[config.mk]
export PLATFORM = sky130hd
export DESIGN_NAME = ad79x8_sequencer
export DESIGN_NICKNAME = d
export VERILOG_FILES = /design/src/rtl/ad79x8_sequencer_pkg.sv /design/src/rtl/ad79x8_sequencer_ch_next.sv /design/src/rtl/ad79x8_sequencer.sv
export SDC_FILE = /design/constraint.sdc
export NUM_CORES = 1
export LEC_CHECK = 0
export CAP_MARGIN = 20
export CORE_MARGIN = 2
export CORE_UTILIZATION = 35
export DETAILED_ROUTE_END_ITERATION = 10
export SLEW_MARGIN = 20
export SYNTH_ARGS = -nofsm -noshare
export SYNTH_HDL_FRONTEND = slang
export SYNTH_SLANG_ARGS = --single-unit
[constraint.sdc]
create_clock -name clk -period 3.2 [get_ports clk]
set_input_delay 0.32 -clock clk [delete_from_list [all_inputs] [get_ports clk]]
set_output_delay 0.32 -clock clk [all_outputs]
set_load 0.05 [all_outputs]
[src/rtl/ad79x8_sequencer_pkg.sv]
// Shared definitions for the AD79x8 channel sequencer: control-word layout,
// power-up constants and the sequencer FSM state encoding.
package ad79x8_sequencer_pkg;

    localparam int NUM_CH       = 8;
    localparam int BIT_WRITE    = 15;
    localparam int BIT_SEQ      = 14;
    localparam int BIT_ADDR_LSB = 10;
    localparam int BIT_PM_LSB   = 8;
    localparam int BIT_SHADOW   = 7;
    localparam int BIT_RANGE    = 5;
    localparam int BIT_CODING   = 4;

    localparam logic       WRITE_EN     = 1'b1;
    localparam logic       SEQ_OFF      = 1'b0;
    localparam logic [1:0] PM_NORMAL    = 2'b11;
    localparam logic [15:0] DUMMY_WORD  = 16'hFFFF;
    localparam int         DUMMY_FRAMES = 2;

    typedef enum logic [2:0] {
        ST_DUMMY     = 3'd0,
        ST_IDLE      = 3'd1,
        ST_ISSUE     = 3'd2,
        ST_WAIT_BUSY = 3'd3,
        ST_WAIT_DONE = 3'd4,
        ST_PARSE     = 3'd5
    } state_t;

    function automatic logic [15:0] ctrl_word(input logic [2:0] ch,
                                              input logic range_bit,
                                              input logic coding_bit);
        logic [15:0] w;
        w                   = '0;
        w[BIT_WRITE]        = WRITE_EN;
        w[BIT_SEQ]          = SEQ_OFF;
        w[BIT_ADDR_LSB +: 3] = ch;
        w[BIT_PM_LSB +: 2]  = PM_NORMAL;
        w[BIT_SHADOW]       = 1'b0;
        w[BIT_RANGE]        = range_bit;
        w[BIT_CODING]       = coding_bit;
        return w;
    endfunction

endpackage

[src/rtl/ad79x8_sequencer_ch_next.sv]
// Next channel in the scan list: the next set bit of the mask above cur_ch,
// wrapping 7 -> 0. An empty mask behaves as channel 0 only.
module ad79x8_sequencer_ch_next
    import ad79x8_sequencer_pkg::*;
(
    input  logic [7:0] ch_mask,
    input  logic [2:0] cur_ch,
    output logic [2:0] next_ch
);

    logic [7:0] mask;
    logic [2:0] idx;

    // Walk offsets from farthest to nearest so the nearest set bit wins;
    // offset NUM_CH lands back on cur_ch itself for a single-channel list.
    always_comb begin
        mask    = (ch_mask == 8'h00) ? 8'h01 : ch_mask;
        next_ch = cur_ch;
        idx     = cur_ch;
        for (int k = NUM_CH; k >= 1; k--) begin
            idx = cur_ch + 3'(k);
            if (mask[idx]) next_ch = idx;
        end
    end

endmodule

[src/rtl/ad79x8_sequencer.sv]
// Channel sequencer and result parser for the AD7908/AD7918/AD7928 SPI engine.
// Handshake: a sample transfers on any clk edge where m_valid and m_ready are both 1.
module ad79x8_sequencer
    import ad79x8_sequencer_pkg::*;
#(
    parameter logic [7:0] CH_MASK    = 8'hFF,
    parameter int         RESOLUTION = 12,
    parameter logic       RANGE_BIT  = 1'b1,
    parameter logic       CODING_BIT = 1'b1,
    parameter int         PERIOD     = 400,
    parameter int         TIMEOUT    = 1023
) (
    input  logic                  clk,
    input  logic                  reset,
    input  logic                  enable,
    output logic                  spi_initiate,
    output logic [15:0]           spi_word,
    input  logic                  spi_ready,
    input  logic [15:0]           spi_data,
    output logic                  m_valid,
    input  logic                  m_ready,
    output logic [2:0]            m_channel,
    output logic [RESOLUTION-1:0] m_code,
    output logic                  overrun,
    output logic                  ch_error,
    output logic                  timeout_err,
    output logic [2:0]            dbg_state
);

    state_t      state, state_nxt;
    logic [15:0] period_cnt;
    logic [15:0] to_cnt;
    logic [1:0]  dummy_cnt;
    logic        pipe_valid;
    logic [2:0]  next_ch, prev_ch, adv_ch, first_ch;
    logic        in_dummy, period_done, waiting, timed_out;
    logic [2:0]  rx_addr;
    logic [RESOLUTION-1:0] rx_code;
    logic        unused_data;

    ad79x8_sequencer_ch_next u_ch_adv   (.ch_mask(CH_MASK), .cur_ch(next_ch), .next_ch(adv_ch));
    ad79x8_sequencer_ch_next u_ch_first (.ch_mask(CH_MASK), .cur_ch(3'd7),    .next_ch(first_ch));

    assign in_dummy    = (dummy_cnt != 2'(DUMMY_FRAMES));
    // Reaching 1 (not 0) lets the IDLE->ISSUE step land exactly PERIOD cycles after the last start.
    assign period_done = (period_cnt <= 16'd1);
    assign waiting     = (state == ST_WAIT_BUSY) || (state == ST_WAIT_DONE);
    assign timed_out   = waiting && (to_cnt == 16'(TIMEOUT - 1));
    assign rx_addr     = spi_data[14:12];
    assign rx_code     = spi_data[11 -: RESOLUTION];
    assign unused_data = ^spi_data;
    assign dbg_state   = state;

    always_comb begin
        state_nxt = state;
        case (state)
            ST_DUMMY:     if (period_done && spi_ready) state_nxt = ST_ISSUE;
            ST_IDLE:      if (enable && period_done) state_nxt = ST_ISSUE;
            ST_ISSUE:     state_nxt = ST_WAIT_BUSY;
            ST_WAIT_BUSY: if (timed_out) state_nxt = ST_IDLE;
                          else if (!spi_ready) state_nxt = ST_WAIT_DONE;
            ST_WAIT_DONE: if (timed_out) state_nxt = ST_IDLE;
                          else if (spi_ready) state_nxt = ST_PARSE;
            ST_PARSE:     if (in_dummy && (dummy_cnt != 2'(DUMMY_FRAMES - 1))) state_nxt = ST_DUMMY;
                          else state_nxt = ST_IDLE;
            default:      state_nxt = ST_DUMMY;
        endcase
    end

    always_ff @(posedge clk) begin
        if (reset) begin
            state        <= ST_DUMMY;
            period_cnt   <= '0;
            to_cnt       <= '0;
            dummy_cnt    <= '0;
            pipe_valid   <= 1'b0;
            next_ch      <= first_ch;
            prev_ch      <= first_ch;
            spi_initiate <= 1'b0;
            spi_word     <= DUMMY_WORD;
            m_valid      <= 1'b0;
            m_channel    <= '0;
            m_code       <= '0;
            overrun      <= 1'b0;
            ch_error     <= 1'b0;
            timeout_err  <= 1'b0;
        end else begin
            state        <= state_nxt;
            spi_initiate <= (state_nxt == ST_ISSUE);
            if (state_nxt == ST_ISSUE)
                spi_word <= in_dummy ? DUMMY_WORD : ctrl_word(next_ch, RANGE_BIT, CODING_BIT);

            if (state == ST_ISSUE) period_cnt <= 16'(PERIOD - 1);
            else if (period_cnt != 16'd0) period_cnt <= period_cnt - 16'd1;

            to_cnt <= waiting ? to_cnt + 16'd1 : 16'd0;
            if (timed_out) begin
                timeout_err <= 1'b1;
                pipe_valid  <= 1'b0;
                if (in_dummy) dummy_cnt <= 2'(DUMMY_FRAMES);
            end

            if (m_valid && m_ready) m_valid <= 1'b0;

            if (state == ST_PARSE) begin
                if (in_dummy) begin
                    dummy_cnt <= dummy_cnt + 2'd1;
                end else begin
                    // This frame carries the conversion requested by the previous word.
                    if (pipe_valid) begin
                        if (rx_addr != prev_ch) ch_error <= 1'b1;
                        if (!m_valid || m_ready) begin
                            m_valid   <= 1'b1;
                            m_channel <= rx_addr;
                            m_code    <= rx_code;
                        end else begin
                            overrun <= 1'b1;
                        end
                    end
                    pipe_valid <= 1'b1;
                    prev_ch    <= next_ch;
                    next_ch    <= adv_ch;
                end
            end
        end
    end

endmodule
* Word-level counts from Yosys, hierarchy flattened
Memory sizes are Yosys's and may differ from the RTL's. Index checks and enable logic that the tools add are counted.
Storage, ports and cells: bits in registers 80, ROM bits 56, input port bits 21, output and inout bits 39, word-level logic and storage cells 110, memories kept 7
Memory list:
- (name not given) | words 8, width 1, rd ports 1, clocked after memory_dff 0, write ports 0, line ad79x8_sequencer_ch_next.sv:22 | if (mask[idx]) next_ch = idx;
- (name not given) | words 8, width 1, rd ports 1, clocked after memory_dff 0, write ports 0, line ad79x8_sequencer_ch_next.sv:22
- (name not given) | words 8, width 1, rd ports 1, clocked after memory_dff 0, write ports 0, line ad79x8_sequencer_ch_next.sv:22
- (name not given) | words 8, width 1, rd ports 1, clocked after memory_dff 0, write ports 0, line ad79x8_sequencer_ch_next.sv:22
- (name not given) | words 8, width 1, rd ports 1, clocked after memory_dff 0, write ports 0, line ad79x8_sequencer_ch_next.sv:22
- (name not given) | words 8, width 1, rd ports 1, clocked after memory_dff 0, write ports 0, line ad79x8_sequencer_ch_next.sv:22
- +1 memories
Operators by class: add/subtract/negate cells 10, $lt $le $gt $ge 8, eq/ne operators 10, mux-type cells 37, bitwise logic cells 3, reduce and logical (&&, ||, !) cells 19
Operators by type and width (number):
- $mux 3 | 13
- $lt 3x4->1 const B | 7
- $mux 9 | 2
- $pmux 3 s6 | 1
- $add 16x1->16 const B | 1
- $eq 16x10->1 const B | 1
- $le 16x1->1 const B | 1
- $mux 1 | 16
- $reduce_bool 16->1 | 1
- $sub 16x1->16 const B | 1
- $mux 15 | 1
- $add 3x3->3 const B | 4
- $reduce_and 4->1 | 3
- $eq 3x2->1 const B | 3
- $mux 2 | 4
- $reduce_bool 7->1 | 1
- $add 3x2->3 const B | 2
- $eq 3x3->1 const B | 2
- $logic_and 1x1->1 | 5
- $reduce_or 2->1 | 2
- $add 3x1->3 const B | 1
- $eq 3x1->1 const B | 1
- $logic_not 3->1 | 1
- $ne 3x3->1 | 1
- other kinds (9) | 12

* Longest topological paths before layout
Gate-level depths: netlist of the first run.
depth in word-level cells 10, gate-level depth with buffers 8, mapped depth without buffers 7

* Hierarchy
Synthesis of the first run repeated with hierarchy kept, for this count alone.
Unflattened totals: cells, all modules 601, area, all modules 4989.8 um2
Modules (own cells, without submodules):
- ad79x8_sequencer | instances 1, cells an instance 365, area an instance 3240.6 um2, seq. area each 1421.4 um2
- ad79x8_sequencer_ch_next | instances 2, cells an instance 118, area an instance 874.6 um2, seq. area each 0.0 um2

* Worst setup path after synthesis of the first run
No wires, ideal clock.
kind flip-flop to flip-flop, from reg state[0], in the netlist dbg_state[0], to reg m_channel[0], library setup time 0.070 ns, arrival 1.984 ns, required time 3.130 ns, path slack 1.145 ns, cell stages (with the launch flop) 9, path buffers 3, period minus slack after synthesis 2.055 ns, cell sequence dfxtp_1 > buf_2 > and3b_1 > clkbuf_1 > nand3_1 > nor2_1 > buf_4 > nand2_1 > a21oi_1
On the way: word-level cells in the longest chain between the ends 2
RTL lines:
- start: declaration | line ad79x8_sequencer.sv:30 | state_t state, state_nxt;
- start signal: assignment | line ad79x8_sequencer.sv:88 | state <= state_nxt;
- $eq 3x3->1 | line ad79x8_sequencer.sv:105 | if (state == ST_PARSE) begin
- $reduce_and 4->1 (no source line)
- end signal: assignment | line ad79x8_sequencer.sv:114 | m_channel <= rx_addr;
- end: declaration | line ad79x8_sequencer.sv:22 | output logic [2:0] m_channel,
No other way between the ends. A chain may end at the register's enable or synchronous reset.

* Worst setup path in the final report of the first run
from reg period_cnt[1], to reg period_cnt[10]
On the way: word-level cells in the longest chain between the ends 1, elaborated cells between the ends (all ways) 2, classes of those cells 1 x add/sub; 1 x reduce/logical
RTL lines:
- start: declaration | line ad79x8_sequencer.sv:31 | logic [15:0] period_cnt;
- start signal: assignment | line ad79x8_sequencer.sv:93 | if (state == ST_ISSUE) period_cnt <= 16'(PERIOD - 1);
- start signal: assignment | line ad79x8_sequencer.sv:94 | else if (period_cnt != 16'd0) period_cnt <= period_cnt - 16'd1;
- $sub 16x1->16 / $reduce_bool 16->1 (equally long branches) | line ad79x8_sequencer.sv:94
Parallel ways exist; a longest one is shown, timed or not.

==> results of run 1 <==
-- kinds of logic after synthesis --
| family | Yosys count | synth area share [%] |
|---|---|---|
| AND/OR/NAND/NOR | 159 | 26.6 |
| AO/OA/AOI/OAI | 68 | 12.8 |
| flip-flops | 68 | 43.4 |
| buffers and inverters | 39 | 6.30 |
| XOR/XNOR | 26 | 7.26 |
| adder cells (fa/ha/maj) | 7 | 2.79 |
| multiplexers | 2 | 0.797 |
| other | 1 | 0.120 |
-- per-stage QoR --
stage               util (%)  cells
global route            45.1    528
global placement        42.3    512
CTS                     45.1    528
detailed placement      42.3    512
floorplan                  -    374
finish                  45.1    528
-- area by class of cell --
type	count	area [um^2]
clock inverters	6	111
inverters	13	48.8
clock buffers	10	128
multi-input cells	267	1590
flip-flops and latches	68	1360
well taps	108	135
repair buffers	56	553
fillers	831	4790
-- synth_stat cells (2+ instances only) --
master / number / area [um^2]
nor3b_1: 6 / 45.0
nor3_1: 6 / 30.0
buf_4: 13 / 97.6
o211ai_1: 2 / 15.0
and4_1: 3 / 26.3
nor4_1: 2 / 12.5
or2_2: 4 / 25.0
xnor2_1: 12 / 105
a31oi_1: 7 / 43.8
nand4_1: 9 / 56.3
nand2b_1: 3 / 18.8
nand2_1: 52 / 195
dfxtp_1: 68 / 1360
a21oi_1: 38 / 190
and3b_1: 2 / 17.5
ha_1: 7 / 87.6
nor2_1: 42 / 158
xor2_1: 14 / 123
o21ai_0: 9 / 45.0
nor2b_1: 4 / 25.0
inv_1: 13 / 48.8
a211o_1: 3 / 26.3
or3_1: 4 / 25.0
o21bai_1: 3 / 22.5
nand3_1: 8 / 40.0
buf_2: 2 / 10.0
clkbuf_1: 11 / 41.3
-- routing by layer --
metal	wire, um	track usage, %
met5	0	0
met4	173	7.27
met3	309	4.40
met2	2900	22.7
met1	3210	17.7
-- flip-flops by register name, indices dropped and copies added, names as in the netlist, 3 cells and up, named ones only --
signal	count
period_cnt	16
to_cnt	16
m_code	12
spi_word	4
dbg_state	3
m_channel	3
next_ch	3
prev_ch	3
-- power breakdown --
part | internal (mW) | switching (mW)
clock | 0.519 | 0.335
sequential | 0.944 | 0.125
combinational | 0.505 | 0.754
-- final timing paths --
path	endpoint	slack, ns
max reg2reg	period_cnt[10]$_SDFFE_PP0P_	1.02
min reg2reg	m_channel[0]$_SDFFE_PP0P_	0.45
max	period_cnt[10]$_SDFFE_PP0P_	1.02
min	m_channel[0]$_SDFFE_PP0P_	0.45
-- worst max-delay path, delay by kind of cell, from the launching register on --
| kind | cells | cell delay, ns |
|---|---|---|
| compound gates | 1 | 0.30 |
| flops | 1 | 0.33 |
| xor+xnor | 1 | 0.16 |
| simple gates | 3 | 0.84 |
| buf+inv | 1 | 0.10 |
| fa+ha+maj | 1 | 0.33 |
-- cell usage in the layout (no fill, tap or decap), types with 4 or more instances in the layout --
cell and instances:
ha_1 7, nor3b_1 6, xor2_1 14, nor3_1 6, clkbuf_8 9, clkdlybuf4s50_1 53, conb_1 5, xnor2_1 12
nor2b_1 4, nand2_1 52, inv_1 13, a31oi_1 7, o21ai_0 9, or2_2 4, nor2_1 42, nand3_1 8
nand4_1 9, a21oi_1 38, dfxtp_1 68, or3_1 4
==> impl_results.md, run 1 <==
* Status: finished, final reports clean
* Number of global-route vias before repair at 2,484
* Max Cap Viol at 0
* Setup TNS Final at 0 ns
* Boundary pin count at 60
* Critical path launch point type: register
* Final Hold Viols at 0
* Cell area after layout at 3930 um^2
* Buffer depth of the longest clock path at 2
* Async S/R FF share, synth at 0%
* Core box area at 8720 um^2
* Layout cells sized above 1 at 8.10%
* WP data required at 3.42 ns
* Place WS at 0.975 ns
* Largest net degree at the start of global routing at 33
* Cts hold-fix bufs at 0
* Hold Crit Start: m_channel[0]$_SDFFE_PP0P_
* Slowest stage delay, CP at 0.53 ns
* Hold crit path type: reg2reg
* Cell Area, Placed at 3690 um^2
* Worst Setup Path Type: reg2reg
* Setup violators final at 0
* DRC viols at 0
* Max-slew headroom at 57.1%
* CTS resizes at 0
* Via count at 2,583
* Min-Delay Path Depth at 2
* Fin Hold WS at 0.453 ns
* Gpl congestion at 0.773
* Routed len/inst at 12.5 um
* Sink count of the clock tree at 68
* Tmin final at 2.18 ns
* Input/output buffers at 53
* Crit path max fanout at 9
* Critical-path cell list: inv_1, ha_1, nor3b_1, o311ai_2, nor3_1, xnor2_1, nor2_1
* Antenna Violating Nets Remaining at 0
* Root buffer cell: clkbuf_8
* WL final at 6600 um
* Synth Register Bits at 68
* CTS HTree Levels at 3
* Die Y at 98.7 um
* Ratio of final minimum period to clock period at 68.3%
* Final Max Tran Viols at 0
* Grt ovf at 0
* Fmax at 458 MHz
* Post-Syn Area per Cell at 8.48 um^2
* Leak at 1.38 nW
* CTS tree: done
* Setup Skew at 0.00713 ns
* Sequential area share after synthesis at 43.4%
* Layout area overhead at 25.3%
* Post-DP HPWL at 4590 um
* Unrepaired setup endpoints after global routing: no
* Die Width at 98.7 um
* RR Startpoint: period_cnt[1]$_SDFFE_PP0P_
* Synth Flop Type: dfxtp_1
* VDD IR max at 0.292 mV
* Number of synthesized flops with an enable pin at 0
* N_diodes at 0
* Drt pass-1 iters at 4
* Worst r2r path cells at 7
* Power Total at 3.18 mW
* Vias per cell at 4.89
* CTS buffer count at 9
* First-pass GRT wire length at 11,400 um
* Warning count from the yosys run at 0
* PD cells at 809 nW/um^2
* Netlist cell types at 50
* Initial antenna violation count at 0
* Least-Margin Pin Slew at 0.641 ns
* DRT iter0 DRCs at 90
* Worst path arrival time at 2.40 ns
* CTS clk-pin slew, worst paths at 0.08 ns
* Setup WS post-layout at 1.02 ns
* Critical path's slowest cell: nor3b_1
* Initial core utilization at 36.0%
* Post-Syn Area at 3140 um^2
* Row count at 34
* Crit end category: register
* Gr usage total at 14.3%
* Syn Inst Count at 370
* Post-layout nets at 443
* Postcts setup bufs at 0
* Clock Latency Late Sink at 0.34 ns
* CP startpoint: period_cnt[1]$_SDFFE_PP0P_
* Die ar. at 9740 um^2
No activity file was read; power rests on OpenSTA's default activity.
==> inputs of run 2 (changes only) <==
==> constraint.sdc (replaced) <==
create_clock -name clk -period 2.1 [get_ports clk]
set_input_delay 0.21 -clock clk [delete_from_list [all_inputs] [get_ports clk]]
set_output_delay 0.21 -clock clk [all_outputs]
set_load 0.05 [all_outputs]
==> run 2 against run 1 <==
  * Count of clock-buffer cells in the layout shrank 1
  * Combinational power up 60%
  * Sequential power increased by 53%
  * Final area shrank 0.29%
  * Die area unchanged
  * Critical path type is now reg2out
  * Largest cell class unchanged
==> impl_results.md, run 2 (synthesis gave the netlist of run 1 again) <==
* Sw frac at 40.9% (+2.8 points)
* P_sw at 1.87 mW (+54%)
* Antenna Violating Nets Remaining at 0 (unchanged)
* Layout area overhead at 24.9%
* Least-Margin Pin Slew at 0.548 ns (-0.0929 ns)
* DRC viols at 0 (unchanged)
* CTS buffer count at 9 (unchanged)
* Initial antenna violation count at 0 (unchanged)
* N_diodes at 0 (unchanged)
* Final Max Tran Viols at 0 (unchanged)
* Tmin final at 1.98 ns
* Routed len/inst at 12.4 um (-1.0%)
* Met2 usage at 22.6% (-0.052 points)
* Layout cells sized above 1 at 10.0% (+2.0 points)
* Min-Delay Path Depth at 3 (+1)
* Final Hold Viols at 0 (unchanged)
* Crit end category: primary output
* Most frequent cells in the layout: 68 x dfxtp_1, 53 x clkdlybuf4s50_1, 52 x nand2_1, 42 x nor2_1, 38 x a21oi_1
* Top delay family on crit path: buffers and inverters
* Postcts setup bufs at 0 (unchanged)
* Critical path launch point type: register
* CTS resizes at 0 (unchanged)
* WP data required at 1.89 ns (-1.53 ns)
* Worst path arrival time at 1.77 ns (-0.63 ns)
* Core box area at 8720 um^2 (unchanged)
* Max Cap Viol at 0 (unchanged)
* Initial core utilization at 36.0% (unchanged)
* Post-DP HPWL at 4840 um (+5.6%)
* Grt ovf at 0 (unchanged)
* Ratio of final minimum period to clock period at 94.2%
* Die Width at 98.7 um (unchanged)
* Final core occ at 44.9% (-0.13 points)
* VDD IR max at 0.405 mV (+39%)
* CTS tree: done
* Seq. cell area at 1360 um^2 (unchanged)
* Post-layout nets at 451 (+1.8%)
* Hold crit path type: in2reg
* Fin Hold WS at 0.410 ns (-0.0426 ns)
* Slowest stage delay, CP at 0.89 ns (+0.36 ns)
* Cts hold-fix bufs at 0 (unchanged)
* Max-slew headroom at 63.4% (+6.2 points)
* Boundary pin count at 60 (unchanged)
* Input/output buffers at 53 (unchanged)
* Crit path max fanout at 11 (+2)
* Non-filler instance count after layout at 536 (+1.5%)
* DRT iter0 DRCs at 77 (-14%)
* Critical path's slowest cell: clkdlybuf4s50_1
* Fillers at 863 (+3.9%)
* Vias per cell at 4.86 (-0.58%)
* Setup violators final at 0 (unchanged)
* Top flop regs: period_cnt x16, to_cnt x16, m_code x12
* Combinational power share at 44.0% (+4.4 points)
* M3 GR Usage at 4.82% (+0.43 points)
* Buffer depth of the longest clock path at 2 (unchanged)
* Worst r2r path cells at 5 (-2)
* Gr usage total at 14.3% (-0.091 points)
* Met1 GRT Util at 17.0% (-0.77 points)
* Die ar. at 9740 um^2 (unchanged)
* Sink count of the clock tree at 68 (unchanged)
* Setup TNS Final at 0 ns (unchanged)
* First-pass GRT wire length at 11,200 um (-1.6%)
* Sequential Power Share at 35.9% (+2.3 points)
* WL final at 6630 um (+0.45%)
* Number of global-route vias before repair at 2,480 (-0.16%)
* Die Y at 98.7 um (unchanged)
* Unrepaired setup endpoints after global routing: no
* Global-route layer with the greatest usage: met2
* Largest net degree at the start of global routing at 27 (-18%)
* Most common cell after layout, fill and taps aside: dfxtp_1
* Fmax at 505 MHz
* Leak at 1.38 nW (+0.48%)
* Via count at 2,607 (+0.93%)
* Gpl congestion at 0.797 (+3.1%)
* Critical-path cell list: clkdlybuf4s50_1
* Cell depth of the worst setup path at 1 (-6)
* CTS clk-pin slew, worst paths at 0.07 ns (about the same)
* WP buf/inv at 1 (unchanged)
* Multi-input logic area at 1590 um^2 (unchanged)
* Clock Latency Late Sink at 0.35 ns (about the same)
* Status: finished, final reports clean
* Row count at 34 (unchanged)
* Placed cell count at 520 (+1.6%)
* Setup Skew at 0.00662 ns (-0.000513 ns)
* Drt pass-1 iters at 4 (unchanged)
* Clock share of power at 20.1% (-6.7 points)
* Worst Setup Path Type: reg2out
* Internal Power at 2.70 mW (+37%)
* Power Total at 4.56 mW (+43%)
* PD cells at 1160 nW/um^2 (+44%)
* Root buffer cell: clkbuf_8
* CTS HTree Levels at 3 (unchanged)
-- run 2: cell types whose count changed in the layout (fill, tap and decap cells not counted) --
cell        previous run  this run
buf_4                  3        11
bufinv_16              3         0
clkinv_2               1         4
clkbuf_1               1         0
clkinv_4               0         1
clkinvlp_4             1         2
inv_6                  1         0
-- run 2: per-stage QoR --
stage	cell area, um^2	setup WS [ns]
after floorplan	3150	0.0454
after global placement	3750	0.132
after detailed placement	3750	0.0555
after CTS	3920	0.117
after global routing	3920	0.0744
final	3920	0.121
-- run 2: final cells by class --
type / count / share of cell area [%]
clock buffers: 9 / 3.16
clock inverters: 7 / 1.12
inverters: 13 / 1.24
multi-input cells: 267 / 40.7
flip-flops and latches: 68 / 34.7
well taps: 108 / 3.45
repair buffers: 64 / 15.6
-- run 2: power by group through the flow --
| stage | combinational (mW) | clock (mW) | sequential (mW) |
|---|---|---|---|
| global route | 2.19 | 1.04 | 1.66 |
| CTS | 2.02 | 0.959 | 1.63 |
| global placement | 1.98 | 0 | 1.65 |
| floorplan | 1.47 | 0 | 1.72 |
| detailed placement | 2.01 | 0 | 1.66 |
| finish | 2.01 | 0.919 | 1.64 |
-- run 2: worst paths after layout --
check | to | from | slack, ns
max | dbg_state[0] | dbg_state[0]$_SDFF_PP0_ | 0.12
min | m_code[6]$_SDFFE_PP0P_ | spi_data[6] | 0.41
max reg2reg | period_cnt[10]$_SDFFE_PP0P_ | period_cnt[9]$_SDFFE_PP0P_ | 0.18
min reg2reg | m_code[9]$_SDFFE_PP0P_ | m_code[9]$_SDFFE_PP0P_ | 0.45
-- run 2: layer usage --
layer | vias up | part of all wire, %
met4 | 0 | 2.5
met3 | 14 | 6.1
li1 | 1352 | -
met5 | - | 0
met2 | 53 | 46
met1 | 1188 | 45
==> inputs of run 3 (changes only) <==
--- a/config.mk
+++ b/config.mk
@@ -6,8 +6,9 @@
 export NUM_CORES = 1
 export LEC_CHECK = 0
 export CAP_MARGIN = 20
-export CORE_MARGIN = 2
 export CORE_UTILIZATION = 35
+export CTS_CLUSTER_DIAMETER = 100
+export CTS_CLUSTER_SIZE = 40
 export DETAILED_ROUTE_END_ITERATION = 10
 export SLEW_MARGIN = 20
 export SYNTH_ARGS = -nofsm -noshare
==> run 3 against run 2 <==
  * Via count rose by 2.0%
  * Non-clock buffer count grew 1
  * Clock skew grew 0.0012 ns
  * Count of clock-buffer cells in the layout grew 3
  * First-iteration DRC count decreased by 22%
  * Worst hold slack better by 0.011 ns
  * Routed wire length decreased by 3.0%
  * Setup slack better by 0.019 ns
  * Sequential share of layout area decreased by 0.37 points
  * Core utilization grew 0.49 points
  * Critical endpoint unchanged
==> impl_results.md, run 3 (synthesis gave the netlist of run 1 again) <==
* Status: finished, final reports clean
* Buffer depth of the longest clock path at 2 (unchanged)
* Final Hold Viols at 0 (unchanged)
* Routed len/inst at 12.0 um (-3.2%)
* Root buffer cell: clkbuf_8
* Top flop regs: period_cnt x16, to_cnt x16, m_code x12
* Ratio of final minimum period to clock period at 93.3% (-0.93 points)
* CTS clk-pin slew, worst paths at 0.07 ns (about the same)
* Cell area after layout at 3960 um^2 (+1.1%)
* Final Max Tran Viols at 0 (unchanged)
* DRT iter0 DRCs at 60 (-22%)
* N_diodes at 0 (unchanged)
* CTS resizes at 0 (unchanged)
* Number of global-route vias before repair at 2,458 (-0.89%)
* Gr usage total at 14.6% (+0.32 points)
* Layout area overhead at 26.3%
* Input/output buffers at 53 (unchanged)
* Tmin final at 1.96 ns (-0.0195 ns)
* Gpl congestion at 0.767 (-3.8%)
* Non-filler instance count after layout at 537 (+0.19%)
* Fillers at 852 (-1.3%)
* Met2 usage at 22.8% (+0.20 points)
* Multi-input logic area at 1590 um^2 (unchanged)
* Largest net degree at the start of global routing at 18 (-33%)
* Fmax at 510 MHz (+0.99%)
* CTS buffer count at 9 (unchanged)
* Die Width at 96.7 um (-2.0%)
* Die ar. at 9350 um^2 (-4.0%)
* Leak at 1.41 nW (+1.6%)
* Most common cell after layout, fill and taps aside: dfxtp_1
* Sink count of the clock tree at 68 (unchanged)
* VDD IR max at 0.471 mV (+16%)
* Cell Area, Placed at 3760 um^2 (+0.20%)
* Initial antenna violation count at 0 (unchanged)
* Power Total at 4.73 mW (+3.6%)
* DRC viols at 0 (unchanged)
* Post-layout nets at 452 (+0.22%)
* Critical path's slowest cell: clkdlybuf4s50_1
* CTS HTree Levels at 3 (unchanged)
* Vias per cell at 4.95 (+1.8%)
* WP data required at 1.89 ns (about the same)
* Boundary pin count at 60 (unchanged)
* PD cells at 1190 nW/um^2 (+2.5%)
* Critical path launch point type: register
* Initial core utilization at 36.0% (unchanged)
* M3 GR Usage at 3.90% (-0.92 points)
* CTS tree: done
* Drt pass-1 iters at 4 (unchanged)
* First-pass GRT wire length at 11,300 um (+0.92%)
* Post-DP HPWL at 4590 um (-5.2%)
* Worst Setup Path Type: reg2out
* Hold crit path type: in2reg
* Crit path max fanout at 11 (unchanged)
* Placed cell count at 521 (+0.19%)
* Max Cap Viol at 0 (unchanged)
* Antenna Violating Nets Remaining at 0 (unchanged)
* Core box area at 8720 um^2 (unchanged)
* Critical-path cell list: clkdlybuf4s50_1
* Least-Margin Pin Slew at 0.530 ns (-0.0181 ns)
* Max-slew headroom at 64.6% (+1.2 points)
* Grt ovf at 0 (unchanged)
* Clock Latency Late Sink at 0.33 ns (-0.02 ns)
* Worst path arrival time at 1.75 ns (-0.02 ns)
* Setup violators final at 0 (unchanged)
* WP buf/inv at 1 (unchanged)
* Most frequent cells in the layout: 68 x dfxtp_1, 53 x clkdlybuf4s50_1, 52 x nand2_1, 42 x nor2_1, 38 x a21oi_1
* Setup Skew at 0.00777 ns (+0.00115 ns)
* Crit end category: primary output
* Met1 GRT Util at 18.6% (+1.7 points)
* Via count at 2,660 (+2.0%)
* Die Y at 96.7 um (-2.0%)
* Global-route layer with the greatest usage: met2
* WL final at 6430 um (-3.0%)
* Unrepaired setup endpoints after global routing: no
* Layout cells sized above 1 at 10.0% (-0.023 points)
* Cts hold-fix bufs at 0 (unchanged)
* Seq. cell area at 1360 um^2 (unchanged)
* Postcts setup bufs at 0 (unchanged)
* Row count at 34 (unchanged)
* Top delay family on crit path: buffers and inverters
* Setup TNS Final at 0 ns (unchanged)
* Slowest stage delay, CP at 0.89 ns (about the same)
-- run 3: per-stage QoR --
stage	setup WS, ns	hold slack, ns	util [%]
after floorplan	0.0454	0.350	-
after global placement	0.145	0.437	43.1
after detailed placement	0.0924	0.446	43.1
after CTS	0.135	0.403	45.4
after global routing	0.0308	0.420	45.4
final	0.140	0.421	45.4
-- run 3: area by class of cell --
type / instances / area share [%]
multi-input combinational: 267 / 40.2
sequential: 68 / 34.4
timing repair buffer: 65 / 15.7
clock buffer: 12 / 3.92
tap: 108 / 3.41
inverter: 13 / 1.23
clock inverter: 4 / 1.20
-- run 3: routing by layer --
layer | routed length (um) | vias up
met5 | 0 | -
met4 | 100 | 0
met3 | 319 | 9
met2 | 2950 | 49
met1 | 3060 | 1238
li1 | - | 1364
-- run 3: where the power goes --
| group | internal [mW] | switching, mW |
|---|---|---|
| Combinational | 0.839 | 1.17 |
| Clock | 0.610 | 0.478 |
| Sequential | 1.44 | 0.191 |
-- run 3: worst paths after layout --
path / end / depth (start not counted) / slack [ns] / from
setup / recovery: dbg_state[0] / 1 / 0.14 / dbg_state[0]$_SDFF_PP0_
hold / removal: m_code[6]$_SDFFE_PP0P_ / 3 / 0.42 / spi_data[6]
hold reg to reg: m_code[6]$_SDFFE_PP0P_ / 2 / 0.45 / m_code[6]$_SDFFE_PP0P_
setup reg to reg: period_cnt[10]$_SDFFE_PP0P_ / 5 / 0.15 / period_cnt[9]$_SDFFE_PP0P_
==> RTL change 1, RTL diff (config.mk and constraints of run 3) <==
Set the parameter `RESOLUTION` to 11 (it was 12).
--- a/src/rtl/ad79x8_sequencer.sv
+++ b/src/rtl/ad79x8_sequencer.sv
@@ -5,5 +5,5 @@
 #(
     parameter logic [7:0] CH_MASK    = 8'hFF,
-    parameter int         RESOLUTION = 12,
+    parameter int         RESOLUTION = 11,
     parameter logic       RANGE_BIT  = 1'b1,
     parameter logic       CODING_BIT = 1'b1,
Interface: changed (resized m_code); port bits go from 60 to 59. No check against the original RTL was run, so the function may have changed too.
==> RTL change 1 against run 3 <==
  * Area after synthesis is 2.7% lower
  * First-iteration DRC count is 50% higher
  * Largest power group is now registers
  * Setup slack worse by 0.060 ns
  * Wire length is 6.5% lower
  * Sequential cell count is 1 lower
  * Power is 11% lower
  * Cell area is 1.7% lower
  * Highest routed layer unchanged
  * Maximum frequency is 3.0% lower
==> RTL change 1: results (changes against run 3) <==
metric	value	unit	change
hold-critical path endpoint	m_code[8]$_SDFFE_PP0P_		
placed cell count	495		-5.0%
Total Routing Usage GR	14.4	%	-0.19 points
clock network fraction of design power	28.3	%	+5.3 points
wire length reported by the detailed router	6020	um	-6.5%
CP Class	flop to flop		
Internal Pwr Total	2800	uW	-3.1%
Area contributors post-synth	sky130_fd_sc_hd__dfxtp_1, sky130_fd_sc_hd__nand2_1, sky130_fd_sc_hd__nor2_1		
registers with the most flip-flops	period_cnt (16), to_cnt (16), m_code (11)		
worst setup skew after layout	0.0127	ns	+0.00494 ns
detail-routed net length per standard cell	11.8	um	-1.7%
worst reg2reg path depth	6		+1
arrival time at the worst endpoint	2.24	ns	+0.49 ns
final worst-path cycle share	96.2	%	+2.8 points
maximum number of pins on one net before global-route repair	29		+11
final weighted congestion in routability-driven placement	0.812		+5.8%
part of the Yosys area used for sequential elements	43.9	%	+0.54 points
worst slack at placement	0.0995	ns	+0.00706 ns
DP Wirelength	4300	um	-6.4%
share of cells above drive strength 1	11.3	%	+1.3 points
IO Port Bufs	51		-3.8%
register-to-register path setup slack	0.08	ns	-0.07 ns
routed vias	2413		-9.3%
Layout fillers	828		-2.8%
Worst Max-Slew Pin Slew	0.522	ns	-0.00765 ns
average cell area after synthesis	8.75	um2	+3.2%
First DRT Iteration DRCs	90		+50%
cell area after placement	3650	um2	-2.9%
power after layout	4230	uW	-11%
commonest cells in the synthesized netlist	sky130_fd_sc_hd__dfxtp_1, sky130_fd_sc_hd__nand2_1, sky130_fd_sc_hd__nor2_1		
status	finished clean		
Pwr per Cell Area	1090	nW/um2	-9.0%
worst hold slack after final layout	0.417	ns	-0.00408 ns
combinational cell power	1480	uW	-26%
cell family with the largest share of critical-path delay	simple AND/OR/NAND/NOR gates		
Reg-to-Reg End	spi_word[13]$_SDFFE_PP1N_		
Nets	429		-5.1%
[RTL change 1: cells by family (layout without fill, tap and decap cells)]
| kind of cell | Yosys count | count (layout) | share of synthesized area [%] |
|---|---|---|---|
| simple gates | 153 | 153 | 24.9 |
| flops | 67 | 67 | 43.9 |
| compound gates | 50 | 50 | 11.2 |
| xor+xnor | 33 | 33 | 9.46 |
| buf+inv | 33 | 86 | 5.74 |
| fa+ha+maj | 7 | 7 | 2.87 |
| mux | 5 | 5 | 1.84 |
| other cells | 1 | 5 | 0.123 |
[RTL change 1: layer usage]
| layer | global-route usage [%] | share of wire, % |
|---|---|---|
| met1 | 17.6 | 47 |
| met2 | 23.5 | 47 |
| met3 | 5.74 | 4.9 |
| met4 | 3.73 | 0.76 |
| met5 | 0 | 0 |
[RTL change 1: layout make-up]
class                   instances  area share (%)
multi-input cells             253            40.3
flip-flops and latches         67            34.5
repair buffers                 62            15.2
clock buffers                  10            3.53
well taps                     105            3.37
clock inverters                 6            2.28
inverters                       8           0.771
==> RTL change 2, RTL diff (config.mk and constraints of run 3) <==
Without the edit above. Register the output `dbg_state` once more; this adds one clock of latency there. The other outputs are not delayed to match.
--- a/src/rtl/ad79x8_sequencer.sv
+++ b/src/rtl/ad79x8_sequencer.sv
@@ -50,5 +50,7 @@
     assign rx_code     = spi_data[11 -: RESOLUTION];
     assign unused_data = ^spi_data;
-    assign dbg_state   = state;
+    always_ff @(posedge clk) begin
+        dbg_state <= state;
+    end
 
     always_comb begin
Function: changed (Yosys sat finds a counterexample within 4 cycles, from zero or initial values and one cycle with reset high).
==> RTL change 2 against run 3 <==
  * The flow now finishes with violations (design-rule violations)
  * Worst hold slack improved by 0.051 ns
  * Critical path depth is 4 higher
  * Cell area grew 2.3%
  * Setup slack better by 0.012 ns
  * Via count down 6.3%
  * Sequential cell count is 3 higher
  * Global-route usage shrank 0.70 points
  * Power down 8.9%
  * Wire length decreased by 2.7%
  * Synthesized cell count decreased by 4.9%
  * Area after synthesis rose by 3.0%
  * Final cell count decreased by 3.2%
  * Critical path type is now flop to flop
==> RTL change 2: results (changes against run 3) <==
metric	value	unit	change
share of cells above drive strength 1	11.4	%	+1.4 points
IR drop worst, VDD	460	uV	-2.3%
worst slack at placement	0.157	ns	+0.0645 ns
average cell area after synthesis	9.18	um2	+8.2%
failing checks	design-rule violations		
cell family with the largest share of critical-path delay	simple AND/OR/NAND/NOR gates		
clock latency on the worst-skew pair	0.34	ns	
share of synthesized area spent on multiplexers	6.51	%	+5.7 points
final weighted congestion in routability-driven placement	0.819		+6.8%
adder and majority cell fraction of the synthesized area	2.71	%	-0.080 points
Post-Layout Cell Count	520		-3.2%
arrival time at the worst endpoint	2.18	ns	+0.43 ns
final worst-path cycle share	92.7	%	-0.58 points
static leakage	0.00160	uW	+14%
clock transition at the register clock pins on the worst setup and hold paths after CTS	0.09	ns	+0.02 ns
part of the Yosys area used for sequential elements	44.0	%	+0.62 points
detail-routed net length per standard cell	12.0	um	+0.51%
routed wire length on met2	2960	um	+0.41%
Worst Max-Slew Pin Slew	0.515	ns	-0.0151 ns
post-route design area	4050	um2	+2.3%
Nets	435		-3.8%
status	complete, but fails checks		
stage delay of the slowest cell on the critical path	0.60	ns	-0.29 ns
met1 Track Usage GR	16.2	%	-2.5 points
met1 wire length	2920	um	-4.4%
number of remaining DRC errors	3		+3
cell area after placement	3850	um2	+2.4%
met3 usage	4.65	%	+0.75 points
top cell type's share of synthesized area	44.0	%	+0.62 points
synthesized-area fraction occupied by ao, oa, aoi and oai cells	7.28	%	-5.5 points
Layout fillers	898		+5.4%
capture point of the critical path	spi_word[13]$_SDFFE_PP1N_		
unique cell type count in the Yosys netlist	56		+12%
detail-routed via count per cell	4.79		-3.2%
DP Wirelength	4570	um	-0.48%
start point of the critical path	period_cnt[3]$_SDFFE_PP0P_		
via count of the first global-routing pass	2451		-0.28%
placed cell count	504		-3.3%
wire length of the first global-routing pass	10700	um	-5.4%
Area contributors post-synth	sky130_fd_sc_hd__dfxtp_1, sky130_fd_sc_hd__nor2_1, sky130_fd_sc_hd__mux2i_1		
iteration count of the initial detailed-routing pass	7		+3
RTL change 2: worst reg2reg max path, cell delays in order, from the launching register on:
cell                      delay (ns)
sky130_fd_sc_hd__dfxtp_1        0.35
sky130_fd_sc_hd__or4_4          0.60
sky130_fd_sc_hd__nor4_4         0.26
sky130_fd_sc_hd__and3_4         0.25
sky130_fd_sc_hd__nand2_4        0.07
sky130_fd_sc_hd__mux2_4         0.31
RTL change 2: area by class of cell:
cell class / instances / share of cell area, %
Clock buffer: 9 / 3.06
Clock inverter: 7 / 1.94
Inverter: 6 / 0.556
Multi-Input combinational cell: 254 / 40.4
Sequential cell: 71 / 35.1
Tap cell: 108 / 3.33
Timing Repair Buffer: 65 / 15.6
RTL change 2: worst min-delay path by stage:
| stage | startpoint | depth (start not counted) | endpoint | slack [ns] |
|---|---|---|---|---|
| 2_1_floorplan | state[1]$_SDFF_PP0_ | 0 | dbg_state[1]$_DFF_P_ | 0.34 |
| 3_3_place_gp | ch_error$_SDFFE_PP0P_ | 2 | ch_error$_SDFFE_PP0P_ | 0.45 |
| 3_5_place_dp | prev_ch[1]$_SDFFE_PP0P_ | 2 | prev_ch[1]$_SDFFE_PP0P_ | 0.47 |
| 4_1_cts | spi_data[2] | 3 | m_code[2]$_SDFFE_PP0P_ | 0.46 |
| 5_1_grt | spi_data[6] | 3 | m_code[6]$_SDFFE_PP0P_ | 0.45 |
| 6_report | prev_ch[1]$_SDFFE_PP0P_ | 2 | prev_ch[1]$_SDFFE_PP0P_ | 0.47 |
RTL change 2: report_power, final:
group          internal, uW  total (uW)  switching (uW)
Clock                   561        1120             557
Sequential             1500        1660             165
Combinational           701        1530             828
Total                  2760        4310            1550
